**src/rtl/id_ex_stage.sv**
```systemverilog
// -----------------------------------------------------------------------------
// id_ex_stage
//
// ID/EX pipeline register with load-use hazard detection.
//
// The decoded operands and control of the instruction in ID are captured and
// presented to EX one cycle later. When the instruction in EX is a load whose
// destination is read by the instruction in ID, a one-cycle bubble is inserted
// and IF/ID is held. By the next edge the load has moved on to MEM, where the
// forwarding unit can pick up its result. A flush kills the slot entering EX.
// An external freeze holds the whole stage.
//
// Ports
//   clk, rst                 rising-edge clock, asynchronous active-high reset
//   id_valid                 ID holds a real instruction
//   id_rs1/rs2/rd            register addresses from ID
//   id_uses_rs1/rs2          the ID instruction actually reads rs1/rs2
//   id_rs1/rs2_data, id_imm  operand values and immediate
//   id_alu_op, id_alu_src,
//   id_reg_write, id_mem_read,
//   id_mem_write, id_mem_to_reg  control bits
//   flush                    branch taken in EX; kill the instruction entering EX
//   ext_stall                downstream freeze; every EX register holds its value
//   ex_*                     registered copies of the ID fields, seen by EX
//   stall_if_id              combinational hold request for PC and IF/ID
//   bubble_cnt               saturating count of load-use bubbles inserted
// -----------------------------------------------------------------------------
module id_ex_stage #(
    parameter int DATA_W = 32,
    parameter int REG_AW = 3,
    parameter int CNT_W  = 16
) (
    input  logic              clk,
    input  logic              rst,
    input  logic              id_valid,
    input  logic [REG_AW-1:0] id_rs1,
    input  logic [REG_AW-1:0] id_rs2,
    input  logic [REG_AW-1:0] id_rd,
    input  logic              id_uses_rs1,
    input  logic              id_uses_rs2,
    input  logic [DATA_W-1:0] id_rs1_data,
    input  logic [DATA_W-1:0] id_rs2_data,
    input  logic [DATA_W-1:0] id_imm,
    input  logic [3:0]        id_alu_op,
    input  logic              id_alu_src,
    input  logic              id_reg_write,
    input  logic              id_mem_read,
    input  logic              id_mem_write,
    input  logic              id_mem_to_reg,
    input  logic              flush,
    input  logic              ext_stall,
    output logic              ex_valid,
    output logic [REG_AW-1:0] ex_rs1,
    output logic [REG_AW-1:0] ex_rs2,
    output logic [REG_AW-1:0] ex_rd,
    output logic [DATA_W-1:0] ex_rs1_data,
    output logic [DATA_W-1:0] ex_rs2_data,
    output logic [DATA_W-1:0] ex_imm,
    output logic [3:0]        ex_alu_op,
    output logic              ex_alu_src,
    output logic              ex_reg_write,
    output logic              ex_mem_read,
    output logic              ex_mem_write,
    output logic              ex_mem_to_reg,
    output logic              stall_if_id,
    output logic [CNT_W-1:0]  bubble_cnt
);

    typedef struct packed {
        logic [REG_AW-1:0] rs1;
        logic [REG_AW-1:0] rs2;
        logic [REG_AW-1:0] rd;
        logic [DATA_W-1:0] rs1_data;
        logic [DATA_W-1:0] rs2_data;
        logic [DATA_W-1:0] imm;
        logic [3:0]        alu_op;
        logic              alu_src;
        logic              reg_write;
        logic              mem_read;
        logic              mem_write;
        logic              mem_to_reg;
    } slot_t;

    function automatic logic [CNT_W-1:0] sat_inc(input logic [CNT_W-1:0] cnt);
        if (&cnt) begin
            return cnt;
        end
        return cnt + {{(CNT_W-1){1'b0}}, 1'b1};
    endfunction

    slot_t             id_slot_p0;
    slot_t             slot_p1;
    logic              vld_p1;
    logic [CNT_W-1:0]  bubble_cnt_p1;
    logic              rs1_hit;
    logic              rs2_hit;
    logic              hazard;

    // ---- stage p0: ID fields and hazard detection ----
    always_comb begin
        id_slot_p0            = '0;
        id_slot_p0.rs1        = id_rs1;
        id_slot_p0.rs2        = id_rs2;
        id_slot_p0.rd         = id_rd;
        id_slot_p0.rs1_data   = id_rs1_data;
        id_slot_p0.rs2_data   = id_rs2_data;
        id_slot_p0.imm        = id_imm;
        id_slot_p0.alu_op     = id_alu_op;
        id_slot_p0.alu_src    = id_alu_src;
        id_slot_p0.reg_write  = id_reg_write;
        id_slot_p0.mem_read   = id_mem_read;
        id_slot_p0.mem_write  = id_mem_write;
        id_slot_p0.mem_to_reg = id_mem_to_reg;
    end

    // r0 is hardwired to zero, so a load targeting it never creates a dependency.
    // A flush kills the consumer anyway, so no bubble is spent on it.
    assign rs1_hit = id_uses_rs1 && (id_rs1 == slot_p1.rd);
    assign rs2_hit = id_uses_rs2 && (id_rs2 == slot_p1.rd);
    assign hazard  = id_valid && vld_p1 && slot_p1.mem_read &&
                     (slot_p1.rd != '0) && (rs1_hit || rs2_hit) && !flush;

    assign stall_if_id = hazard || ext_stall;

    // ---- stage p1: ID/EX register ----
    always_ff @(posedge clk or posedge rst) begin
        if (rst) begin
            vld_p1        <= 1'b0;
            slot_p1       <= '0;
            bubble_cnt_p1 <= '0;
        end else if (flush) begin
            vld_p1  <= 1'b0;
            slot_p1 <= '0;
        end else if (ext_stall) begin
            vld_p1  <= vld_p1;
            slot_p1 <= slot_p1;
        end else if (hazard) begin
            // Bubble: an empty slot with every control bit clear, so it can never write back.
            vld_p1        <= 1'b0;
            slot_p1       <= '0;
            bubble_cnt_p1 <= sat_inc(bubble_cnt_p1);
        end else begin
            vld_p1  <= id_valid;
            slot_p1 <= id_slot_p0;
        end
    end

    assign ex_valid      = vld_p1;
    assign ex_rs1        = slot_p1.rs1;
    assign ex_rs2        = slot_p1.rs2;
    assign ex_rd         = slot_p1.rd;
    assign ex_rs1_data   = slot_p1.rs1_data;
    assign ex_rs2_data   = slot_p1.rs2_data;
    assign ex_imm        = slot_p1.imm;
    assign ex_alu_op     = slot_p1.alu_op;
    assign ex_alu_src    = slot_p1.alu_src;
    assign ex_reg_write  = slot_p1.reg_write;
    assign ex_mem_read   = slot_p1.mem_read;
    assign ex_mem_write  = slot_p1.mem_write;
    assign ex_mem_to_reg = slot_p1.mem_to_reg;
    assign bubble_cnt    = bubble_cnt_p1;

endmodule

```
**config.mk**
```make
export PLATFORM = sky130hd
export DESIGN_NAME = id_ex_stage
export DESIGN_NICKNAME = d
export VERILOG_FILES = /design/src/rtl/id_ex_stage.sv
export SDC_FILE = /design/constraint.sdc
export NUM_CORES = 1
export LEC_CHECK = 0
export ABC_AREA = 1
export CAP_MARGIN = 0
export CORE_MARGIN = 2
export CORE_UTILIZATION = 43
export DETAILED_ROUTE_END_ITERATION = 7
export PLACE_DENSITY_LB_ADDON = 0.3
export SLEW_MARGIN = 30
export SYNTH_ARGS = -nofsm -noshare
export SYNTH_HDL_FRONTEND = slang
export SYNTH_SLANG_ARGS = --single-unit
```
**constraint.sdc**
```tcl
create_clock -name clk -period 4.7 [get_ports clk]
set_clock_uncertainty 0.1 [all_clocks]
set_input_delay 0.705 -clock clk [delete_from_list [all_inputs] [get_ports clk]]
set_output_delay 0.705 -clock clk [all_outputs]
set_load 0.02 [all_outputs]
```
Yosys cells after proc, flatten, opt, wreduce, memory -nomap -nowiden
Index checks and enable logic that the tools add are counted.
Word-level totals
  register bits after elaboration: 131
  bits in latches: 0
  memory bits (writable): 0
  ROM bits: 0
  output and inout bits: 132
  word-level logic and storage cells: 45
  memories kept: 0
Cells by class
  $add $sub $neg: 1
  $mul: 0
  div/mod/pow operators: 0
  order comparisons: 0
  equality and inequality tests: 4
  shift-type cells: 0
  muxes and demuxes: 11
  bitwise logic cells: 2
  reduce and logical (&&, ||, !) cells: 13
Operators by type and width (number)
  2-to-1 mux 114 bit: 3
  adder 16 x 1 -> 16 bit, second input constant: 1
  2-to-1 mux 16 bit: 1
  AND reduction 16 bit: 1
  logical AND 1 bit: 7
  2-to-1 mux 1 bit: 7
  equality test 3 bit: 2
  != test 2 bit, second input constant: 2
  AND reduction 4 bit: 1
  nonzero test 3 bit: 1
  logical OR 1 bit: 2
  inverter 1 bit: 2
  zero test 1 bit: 1

Logic depth before layout (Yosys ltp)
Gate-level depths: netlist of run 1.
  depth in word-level cells: 10
  mapped depth: 11

Worst setup path before layout of run 1
No wires, ideal clock.
  kind: input port to output port
  from: input id_valid
  to: output stall_if_id
  arrival time: 1.326 ns
  data required time: 3.895 ns
  path slack: 2.569 ns
  cell stages on the path: 4
  cell sequence: nand3_1 > a31oi_4 > nand3_4 > nand2_1
Between the ends
  cells in the longest elaborated chain, start to end: 6
Ends and longest elaborated chain
  start: declaration: line 35  | input logic id_valid,
  logical AND 1 bit (3 in series): line 120  | assign hazard = id_valid && vld_p1 && slot_p1.mem_read &&
  logical AND 1 bit (2 in series): line 121  | (slot_p1.rd != '0) && (rs1_hit || rs2_hit) && !flush;
  logical OR 1 bit: line 123  | assign stall_if_id = hazard || ext_stall;
  end: declaration: line 65  | output logic stall_if_id,
Every way passes these cells.

Worst setup path in the final report of run 1
  from: input id_rs2[1]
  to: output stall_if_id
Between the ends
  cells in the longest elaborated chain, start to end: 6
Ends and longest elaborated chain
  start: declaration: line 37  | input logic [REG_AW-1:0] id_rs2,
  equality test 3 bit: line 119  | assign rs2_hit = id_uses_rs2 && (id_rs2 == slot_p1.rd);
  logical AND 1 bit: line 119
  logical OR 1 bit: line 121
  logical AND 1 bit (2 in series): line 121
  logical OR 1 bit: line 123
Every way passes these cells.

==> flow_metrics.env, run 1 <==
export IMPL_die_x_um=123
export IMPL_synth_top_cell_area_share_pct=54.2
export IMPL_gp_congestion=0.854
export IMPL_grtUsageTotal_pct=24.6
export IMPL_syn_to_final_growth_pct=53.2
export IMPL_max_freq_mhz=306
export IMPL_rsz0062_at_grt="false"
export IMPL_r2r_slack_ps=2290
export IMPL_crit_slowest_cell="clkdlybuf4s50_1"
export IMPL_io_buffers=252
export IMPL_critical_path_max_stage_delay_ps=610
export IMPL_worstSetupEndpointType="output pin"
export IMPL_num_vias=5852
export IMPL_grt_ovfl_total=0
export IMPL_post_route_drc_count=0
export IMPL_status="completed"
export IMPL_num_rows=43
export IMPL_cts_setup_buffers=0
export IMPL_grt_max_degree=77
export IMPL_grt_util_met1_pct=33.3
export IMPL_setup_viol=0
export IMPL_cts_tree="yes"
export IMPL_drv_slew=0
export IMPL_synth_seq_cells=131
export IMPL_finalHoldViolations=0
export IMPL_placed_area_um2=8600
export IMPL_power_density_nw_per_um2=338
export IMPL_core_area_um2=13800
export IMPL_cp_cell_sequence="clkdlybuf4s50_1 > inv_1 > nand2_1 > nand2_1 > nor2_2 > nand2_2 > nand2_4 > nand3_4 > nand2_1 > clkdlybuf4s50_1"
export IMPL_viasPerCell=5.25
export IMPL_diodes=0
export IMPL_ys_warnings_count=0
export IMPL_worstHoldPathType="register to register"
export IMPL_avgRoutedWirePerCell_um=16.4
export IMPL_postSynthAreaPerCell_um2=8.70
export IMPL_firstDrtPassIters=5
export IMPL_cp_data_required_time_ps=3890
export IMPL_ant_nets=0
export IMPL_worstMarginPinSlew_ps=832
export IMPL_syn_inst=695
export IMPL_r2r_start="ex_rd[2]$_DFFE_PP0P_"
export IMPL_hold_buffers=0
export IMPL_period_share_pct=69.5
export IMPL_antenna_found_initial=0
export IMPL_htreeDepth=4
export IMPL_clk_pin_slew_worst_paths_ps=60
export IMPL_critPathKind="input port to output pin"
export IMPL_max_cap_viol_count=0
export IMPL_drt_initial_drc_count=454
export IMPL_critPathMaxFanout=3
export IMPL_ys_types=27
export IMPL_cts_root_buf="clkbuf_16"
export IMPL_p_leak_nw=4.53
export IMPL_netlist_top_cells_area="dfrtp_1, nand3_1, nand2_1"
export IMPL_boundaryPins=253
export IMPL_cts_made_buffers=17
export IMPL_cp_start_kind="input port"
export IMPL_rr_worst_depth=10
export IMPL_met3_usage_pct=5.95
export IMPL_finalNetCount=1043
export IMPL_hold_path_endpoint="ex_rs2_data[11]$_DFFE_PP0P_"
export IMPL_fin_area_um2=9270
export IMPL_timing_slew_headroom_pct=44.5
export IMPL_syn_num_nets=817
export IMPL_post_dp_hpwl_um=12100
export IMPL_crit_top_cell="nand2_1"
export IMPL_ir_drop_mv=0.203
export IMPL_cts_sinks=131
export IMPL_period_needed_ps=3270
export IMPL_cts_buffer_depth=2
export IMPL_min_path_cells=2
export IMPL_grt_pass1_vias=5610
export IMPL_grt_pass1_wl_um=29000
export IMPL_r2r_end="ex_rs2_data[23]$_DFFE_PP0P_"
export IMPL_drive_gt1_share_pct=7.49
export IMPL_drt_total_wl_um=18300
export IMPL_holdCritStartpoint="ex_rs2_data[11]$_DFFE_PP0P_"
export IMPL_finalSetupTns_ps=0
export IMPL_post_cts_resized=0
export IMPL_synth_seq_area_share_pct=54.2
export IMPL_netlist_area_um2=6050
export IMPL_yosysTopAreaCell="dfrtp_1"
export IMPL_die_area_um2=15000
export IMPL_dieHeight_um=123
export IMPL_cp_arrival_ps=2460
export IMPL_busiest_layer="met2"
export IMPL_use_met2_pct=38.3
export IMPL_clock_latency_ps=410
export IMPL_initial_core_util_pct=43.8
## cell usage after synthesis, drive strengths merged
master  count
a31oi       1
buf        23
clkbuf     30
dfrtp     131
ha          1
inv        37
nand2     166
nand3     252
nand4       2
nor2       18
nor3        7
o21ai       3
o21bai     16
xor2        8
## placed cells by master (no fill, tap or decap), types with 4 or more instances in the layout
| master | Yosys | layout |
|---|---|---|
| buf_4 | 1 | 8 |
| bufinv_16 | 0 | 5 |
| clkbuf_16 | 0 | 17 |
| clkdlybuf4s50_1 | 0 | 251 |
| clkinv_2 | 0 | 4 |
| dfrtp_1 | 131 | 131 |
| inv_1 | 32 | 31 |
| inv_2 | 5 | 4 |
| nand2_1 | 163 | 163 |
| nand3_1 | 240 | 240 |
| nand3_2 | 11 | 11 |
| nor2_1 | 13 | 13 |
| nor3_1 | 6 | 6 |
| o21bai_1 | 16 | 16 |
| xor2_1 | 8 | 8 |
## metrics by stage
step	utilization, %	cells	hold slack (ps)	power (mW)	setup slack (ps)
floorplan	-	695	520	1.43	397
global placement	62.2	1082	387	1.69	1460
detailed placement	62.2	1082	392	1.69	1450
CTS	67.0	1114	407	3.16	1440
global route	67.0	1114	419	3.25	1310
finish	67.0	1114	402	3.13	1430
## power breakdown
part | switching, mW | internal (mW) | total (mW) | leakage, nW
combinational | 0.232 | 0.220 | 0.451 | 2.55
sequential | 0.0338 | 1.18 | 1.22 | 1.67
clock | 0.495 | 0.969 | 1.46 | 0.315
total | 0.760 | 2.37 | 3.13 | 4.53
## worst max-delay path by stage
stage / start / endpoint / slack, ps / cells after the start
final: id_rs2[1] / stall_if_id / 1430 / 10
after detailed placement: id_rs2[1] / stall_if_id / 1450 / 10
after floorplan: rst / bubble_cnt[0]$_DFFE_PP0P_ / 400 / 1
after global routing: id_rs1[2] / stall_if_id / 1310 / 10
after CTS: id_rs2[1] / stall_if_id / 1440 / 10
after global placement: id_rs1[2] / stall_if_id / 1460 / 10
## final cells by class
| cell class | instances | area, um2 |
|---|---|---|
| repair buffers | 260 | 2590 |
| clock inverters | 13 | 205 |
| fillers | 1128 | 4560 |
| multi-input cells | 474 | 2370 |
| clock buffers | 19 | 453 |
| well taps | 180 | 225 |
| flip-flops and latches | 131 | 3280 |
| inverters | 37 | 145 |
## per-layer routing
metal	vias up	wire length, um
met1	2809	7870
met5	-	0
met3	27	1370
met2	247	8610
met4	0	404
li1	2769	-
## worst max-delay path, delay by kind of cell
kind                   cells  cell delay [ps]
and+or+nand+nor            7              590
buffers and inverters      3             1170
## cell families (layout without fill, tap and decap cells)
logic type / count (synthesis) / in the layout / share of synthesized area [%]
buf+inv: 90 / 329 / 6.87
flops: 131 / 131 / 54.2
xor+xnor: 8 / 8 / 1.16
fa+ha+maj: 1 / 1 / 0.207
simple gates: 445 / 445 / 35.0
compound gates: 20 / 20 / 2.59
Note: power is estimated with default switching activity, not from simulation.
==> run 2, diff against run 1 <==
==> constraint.sdc (replaced) <==
create_clock -name clk -period 3.1 [get_ports clk]
set_clock_uncertainty 0.1 [all_clocks]
set_input_delay 0.465 -clock clk [delete_from_list [all_inputs] [get_ports clk]]
set_output_delay 0.465 -clock clk [all_outputs]
set_load 0.02 [all_outputs]
==> flow_metrics.env, run 2 (synthesis results as in run 1) <==
export IMPL_status="completed"
export IMPL_max_cap_viol_count=0
export IMPL_drive_gt1_share_pct=7.49
export IMPL_period_needed_ps=2820
export IMPL_worstHoldPathType="input port to register"
export IMPL_cp_start_kind="input port"
export IMPL_firstDrtPassIters=4
export IMPL_period_share_pct=91.0
export IMPL_finalPower_mw=4.78
export IMPL_post_cts_resized=0
export IMPL_drt_total_wl_um=18200
export IMPL_viasPerCell=5.16
export IMPL_finalNetCount=1043
export IMPL_ir_drop_mv=0.370
export IMPL_max_freq_mhz=355
export IMPL_worstSetupEndpointType="output pin"
export IMPL_fin_area_um2=9310
export IMPL_hold_ws_ps=375
export IMPL_clk_pin_slew_worst_paths_ps=60
export IMPL_layout_common_cells="clkdlybuf4s50_1, nand3_1, nand2_1"
export IMPL_critPathMaxFanout=3
export IMPL_htreeDepth=4
export IMPL_num_vias=5751
export IMPL_clock_latency_ps=410
export IMPL_rsz0062_at_grt="false"
export IMPL_placed_area_um2=8630
export IMPL_gp_congestion=0.853
export IMPL_hold_buffers=0
export IMPL_finish_utilization_pct=67.3
export IMPL_syn_to_final_growth_pct=53.9
export IMPL_grt_pass1_wl_um=28400
export IMPL_finalSetupTns_ps=0
export IMPL_power_density_nw_per_um2=514
export IMPL_cts_setup_buffers=0
export IMPL_post_dp_hpwl_um=11700
export IMPL_timing_slew_headroom_pct=46.3
export IMPL_cts_sinks=131
export IMPL_avgRoutedWirePerCell_um=16.3
export IMPL_grtUsageTotal_pct=24.1
export IMPL_num_rows=43
export IMPL_cts_made_buffers=17
export IMPL_cp_arrival_ps=2260
export IMPL_die_x_um=123
export IMPL_grt_ovfl_total=0
export IMPL_drt_initial_drc_count=497
export IMPL_initial_core_util_pct=43.8
export IMPL_setup_viol=0
export IMPL_dieHeight_um=123
export IMPL_post_route_drc_count=0
export IMPL_cp_data_required_time_ps=2530
export IMPL_grt_pass1_vias=5491
export IMPL_core_area_um2=13800
export IMPL_io_buffers=252
export IMPL_boundaryPins=253
export IMPL_critPathKind="input port to output pin"
export IMPL_die_area_um2=15000
export IMPL_p_leak_nw=4.54
export IMPL_worstMarginPinSlew_ps=805
export IMPL_drv_slew=0
export IMPL_cts_buffer_depth=2
export IMPL_final_common_cell="clkdlybuf4s50_1"
export IMPL_cts_root_buf="clkbuf_16"
export IMPL_antenna_found_initial=2
export IMPL_finalHoldViolations=0
export IMPL_cts_tree="yes"
export IMPL_grt_max_degree=132
export IMPL_ant_nets=0
-- run 2: cell types whose count changed in the layout (fill, tap and decap cells not counted) --
cell | before | now
buf_6 | 0 | 2
diode_2 | 0 | 1
clkinv_2 | 4 | 3
buf_12 | 1 | 3
clkinv_4 | 1 | 0
buf_4 | 8 | 4
clkbuf_8 | 2 | 3
clkinvlp_4 | 3 | 4
-- run 2: final timing paths --
kind                       slack, ps                           to  cells after the start                   from
min in group asynchronous        490  ex_rs1_data[27]$_DFFE_PP0P_                      3                    rst
max in group asynchronous       1870        ex_rs2[2]$_DFFE_PP0P_                      3                    rst
max reg2reg                     1150         ex_rd[2]$_DFFE_PP0P_                     10   ex_rd[1]$_DFFE_PP0P_
min reg2reg                      400        ex_imm[9]$_DFFE_PP0P_                      2  ex_imm[9]$_DFFE_PP0P_
min                              370   ex_rs1_data[9]$_DFFE_PP0P_                      3              ext_stall
max                              280                  stall_if_id                      6               id_valid
-- run 2: area by class of cell --
type	instances	area [um2]
Clock inverter	12	200
Multi-Input combinational cell	474	2370
Antenna cell	1	2.50
Clock buffer	20	467
Fill cell	1143	4520
Tap cell	180	225
Timing Repair Buffer	260	2630
Inverter	37	144
Sequential cell	131	3280
-- run 2: report_power, final --
group	leakage [nW]	internal (mW)	switching, mW	total, mW
Combinational	2.56	0.336	0.352	0.688
Clock	0.319	1.49	0.757	2.25
Sequential	1.67	1.79	0.0475	1.84
Total	4.54	3.62	1.16	4.78
-- run 2: per-stage QoR --
step	setup WS, ps	instances
final	279	1115
after global routing	200	1115
after CTS	273	1114
after detailed placement	295	1082
after global placement	326	1082
after floorplan	912	695
-- run 2: layer usage --
layer  vias to the layer above  GRT usage (%)  wire length (um)
met4                         2           10.6               467
met1                      2736           32.8              7820
met2                       211           35.8              8430
met5                         -              0                13
li1                       2765              -                 -
met3                        37           7.06              1420
-- run 2: critical path, cell delays in order --
cell and delay (ps):
clkdlybuf4s50_1 490, nand3_1 170, a31oi_4 310, nand3_4 120
nand2_1 100, clkdlybuf4s50_1 610
==> run 3, diff against run 2 <==
--- a/config.mk
+++ b/config.mk
@@ -5,10 +5,9 @@
 export SDC_FILE = /design/constraint.sdc
 export NUM_CORES = 1
 export LEC_CHECK = 0
-export ABC_AREA = 1
 export CAP_MARGIN = 0
 export CORE_MARGIN = 2
-export CORE_UTILIZATION = 43
+export CORE_UTILIZATION = 40
 export DETAILED_ROUTE_END_ITERATION = 7
 export PLACE_DENSITY_LB_ADDON = 0.3
 export SLEW_MARGIN = 30
==> flow_metrics.env, run 3 <==
export IMPL_cts_sinks=131
export IMPL_post_route_drc_count=0
export IMPL_gp_congestion=0.810
export IMPL_dieHeight_um=115
export IMPL_synth_ff_type="dfrtp_1"
export IMPL_yosysTopAreaCell="dfrtp_1"
export IMPL_cts_tree="yes"
export IMPL_synth_seq_area_share_pct=66.8
export IMPL_diodes=0
export IMPL_crit_buf_inv=2
export IMPL_worstSetupEndpointType="output pin"
export IMPL_ant_nets=0
export IMPL_htreeDepth=4
export IMPL_cts_root_buf="clkbuf_16"
export IMPL_finalPower_mw=4.24
export IMPL_period_needed_ps=2830
export IMPL_drv_slew=0
export IMPL_num_rows=40
export IMPL_postSynthAreaPerCell_um2=14.5
export IMPL_finalHoldViolations=0
export IMPL_cts_setup_buffers=0
export IMPL_grtUsageTotal_pct=22.2
export IMPL_cts_buffer_depth=2
export IMPL_syn_num_nets=461
export IMPL_post_cts_resized=0
export IMPL_final_common_cell="clkdlybuf4s50_1"
export IMPL_max_cap_viol_count=0
export IMPL_cp_arrival_ps=2260
export IMPL_critical_path_max_stage_delay_ps=590
export IMPL_synth_most_common_cell="dfrtp_1"
export IMPL_p_leak_nw=3.58
export IMPL_firstDrtPassIters=4
export IMPL_synth_top_cell_area_share_pct=66.8
export IMPL_syn_inst=339
export IMPL_grt_pass1_wl_um=22300
export IMPL_fillers=902
export IMPL_max_freq_mhz=353
export IMPL_die_area_um2=13200
export IMPL_boundaryPins=253
export IMPL_rsz0062_at_grt="false"
export IMPL_grt_pass1_vias=4157
export IMPL_viasPerCell=5.33
export IMPL_cp_start_kind="input port"
export IMPL_timing_slew_headroom_pct=50.2
export IMPL_critPathMaxFanout=2
export IMPL_initial_core_util_pct=40.8
export IMPL_die_x_um=115
export IMPL_drt_initial_drc_count=290
export IMPL_netlist_area_um2=4910
export IMPL_worstHoldPathType="register to register"
export IMPL_ys_warnings_count=0
export IMPL_io_buffers=252
export IMPL_finalSetupTns_ps=0
export IMPL_setup_viol=0
export IMPL_finish_utilization_pct=67.5
export IMPL_cp_top_family="buffers and inverters"
export IMPL_post_dp_hpwl_um=10300
export IMPL_drt_total_wl_um=14500
export IMPL_antenna_found_initial=0
export IMPL_period_share_pct=91.3
export IMPL_cp_data_required_time_ps=2530
export IMPL_crit_slowest_cell="clkdlybuf4s50_1"
export IMPL_power_density_nw_per_um2=524
export IMPL_clk_pin_slew_worst_paths_ps=60
export IMPL_critPathKind="input port to output pin"
export IMPL_grt_ovfl_total=0
export IMPL_ys_types=25
export IMPL_synth_seq_cells=131
export IMPL_drive_gt1_share_pct=6.81
export IMPL_worstMarginPinSlew_ps=746
export IMPL_synth_edf_count=0
export IMPL_num_vias=3992
export IMPL_synthArstFlopShare_pct=100
export IMPL_grt_max_degree=59
export IMPL_status="completed"
export IMPL_crit_top_cell="clkdlybuf4s50_1"
export IMPL_clock_latency_ps=400
export IMPL_cp_cell_sequence="clkdlybuf4s50_1 > xnor2_1 > nand4_1 > a21oi_2 > a21o_1 > clkdlybuf4s50_1"
export IMPL_syn_to_final_growth_pct=65.2
export IMPL_netlist_top_cells_area="dfrtp_1, a22o_1, xnor2_1"
export IMPL_cts_made_buffers=17
export IMPL_synth_common_cells="dfrtp_1, a22o_1, xnor2_1"
export IMPL_hold_buffers=0
export IMPL_ir_drop_mv=0.289
export IMPL_core_area_um2=12000
export IMPL_finalNetCount=713
export IMPL_layout_common_cells="clkdlybuf4s50_1, dfrtp_1, a22o_1"
export IMPL_avgRoutedWirePerCell_um=19.4
==> run 3: changes by cell type in the layout (fill, tap and decap cells not counted), moves of 13 or more <==
cell,previous run,this run
nand3_1,240,4
a22o_1,0,115
nand2_1,163,4
o21bai_1,16,0
inv_1,31,1
nand4_1,1,14
xnor2_1,0,20
==> run 3: cells by family after synthesis <==
| group | after synthesis | share of synthesized area [%] |
|---|---|---|
| multiplexers | 2 | 0.459 |
| flip-flops | 131 | 66.8 |
| AO/OA/AOI/OAI | 119 | 21.5 |
| buffers and inverters | 29 | 2.86 |
| AND/OR/NAND/NOR | 37 | 4.51 |
| XOR/XNOR | 20 | 3.57 |
| adder cells (fa/ha/maj) | 1 | 0.255 |
==> run 3: power breakdown <==
part / leakage [nW] / internal [mW] / switching (mW) / total (mW)
Clock: 0.259 / 1.09 / 0.663 / 1.75
Combinational: 1.57 / 0.351 / 0.290 / 0.641
Sequential: 1.75 / 1.80 / 0.0524 / 1.85
==> run 3: final cells by class <==
class,count,area [um2],share of cell area (%)
Timing Repair Buffer,260,2610,32.2
Clock buffer,25,495,6.11
Inverter,2,11.3,0.139
Tap cell,147,184,2.27
Multi-Input combinational cell,179,1500,18.5
Clock inverter,5,27.5,0.340
Sequential cell,131,3280,40.4
==> run 3: through the flow <==
stage,hold WS [ps],instance area [um2],cells,worst slack (ps)
after global routing,415,8110,749,141
after floorplan,493,4910,339,912
after global placement,378,7580,719,278
after CTS,405,8110,749,256
final,401,8110,749,271
after detailed placement,390,7580,719,289
==> run 3: per-layer routing <==
layer / wire length, um / GRT usage, %
met5: 0 / 0
met4: 303 / 9.00
met3: 1300 / 8.01
met2: 7000 / 35.5
met1: 5930 / 27.7
==> run 3: final timing paths <==
path | slack, ps | cells after the start | end | startpoint
min reg2reg | 400 | 1 | bubble_cnt[12]$_DFFE_PP0P_ | bubble_cnt[12]$_DFFE_PP0P_
max reg2reg | 790 | 7 | ex_imm[19]$_DFFE_PP0P_ | ex_rd[0]$_DFFE_PP0P_
max in group asynchronous | 1770 | 3 | ex_imm[18]$_DFFE_PP0P_ | rst
max | 270 | 6 | stall_if_id | id_rs1[1]
min in group asynchronous | 430 | 2 | ex_rs2_data[12]$_DFFE_PP0P_ | rst
min | 400 | 1 | bubble_cnt[12]$_DFFE_PP0P_ | bubble_cnt[12]$_DFFE_PP0P_
==> run 3: worst register-to-register path: stages (launching register included) <==
cell     delay (ps)
dfrtp_1         470
or3_1           370
nand4_1         110
a21oi_2          60
buf_4           200
nor3_4          130
buf_4           530
a22o_1          280
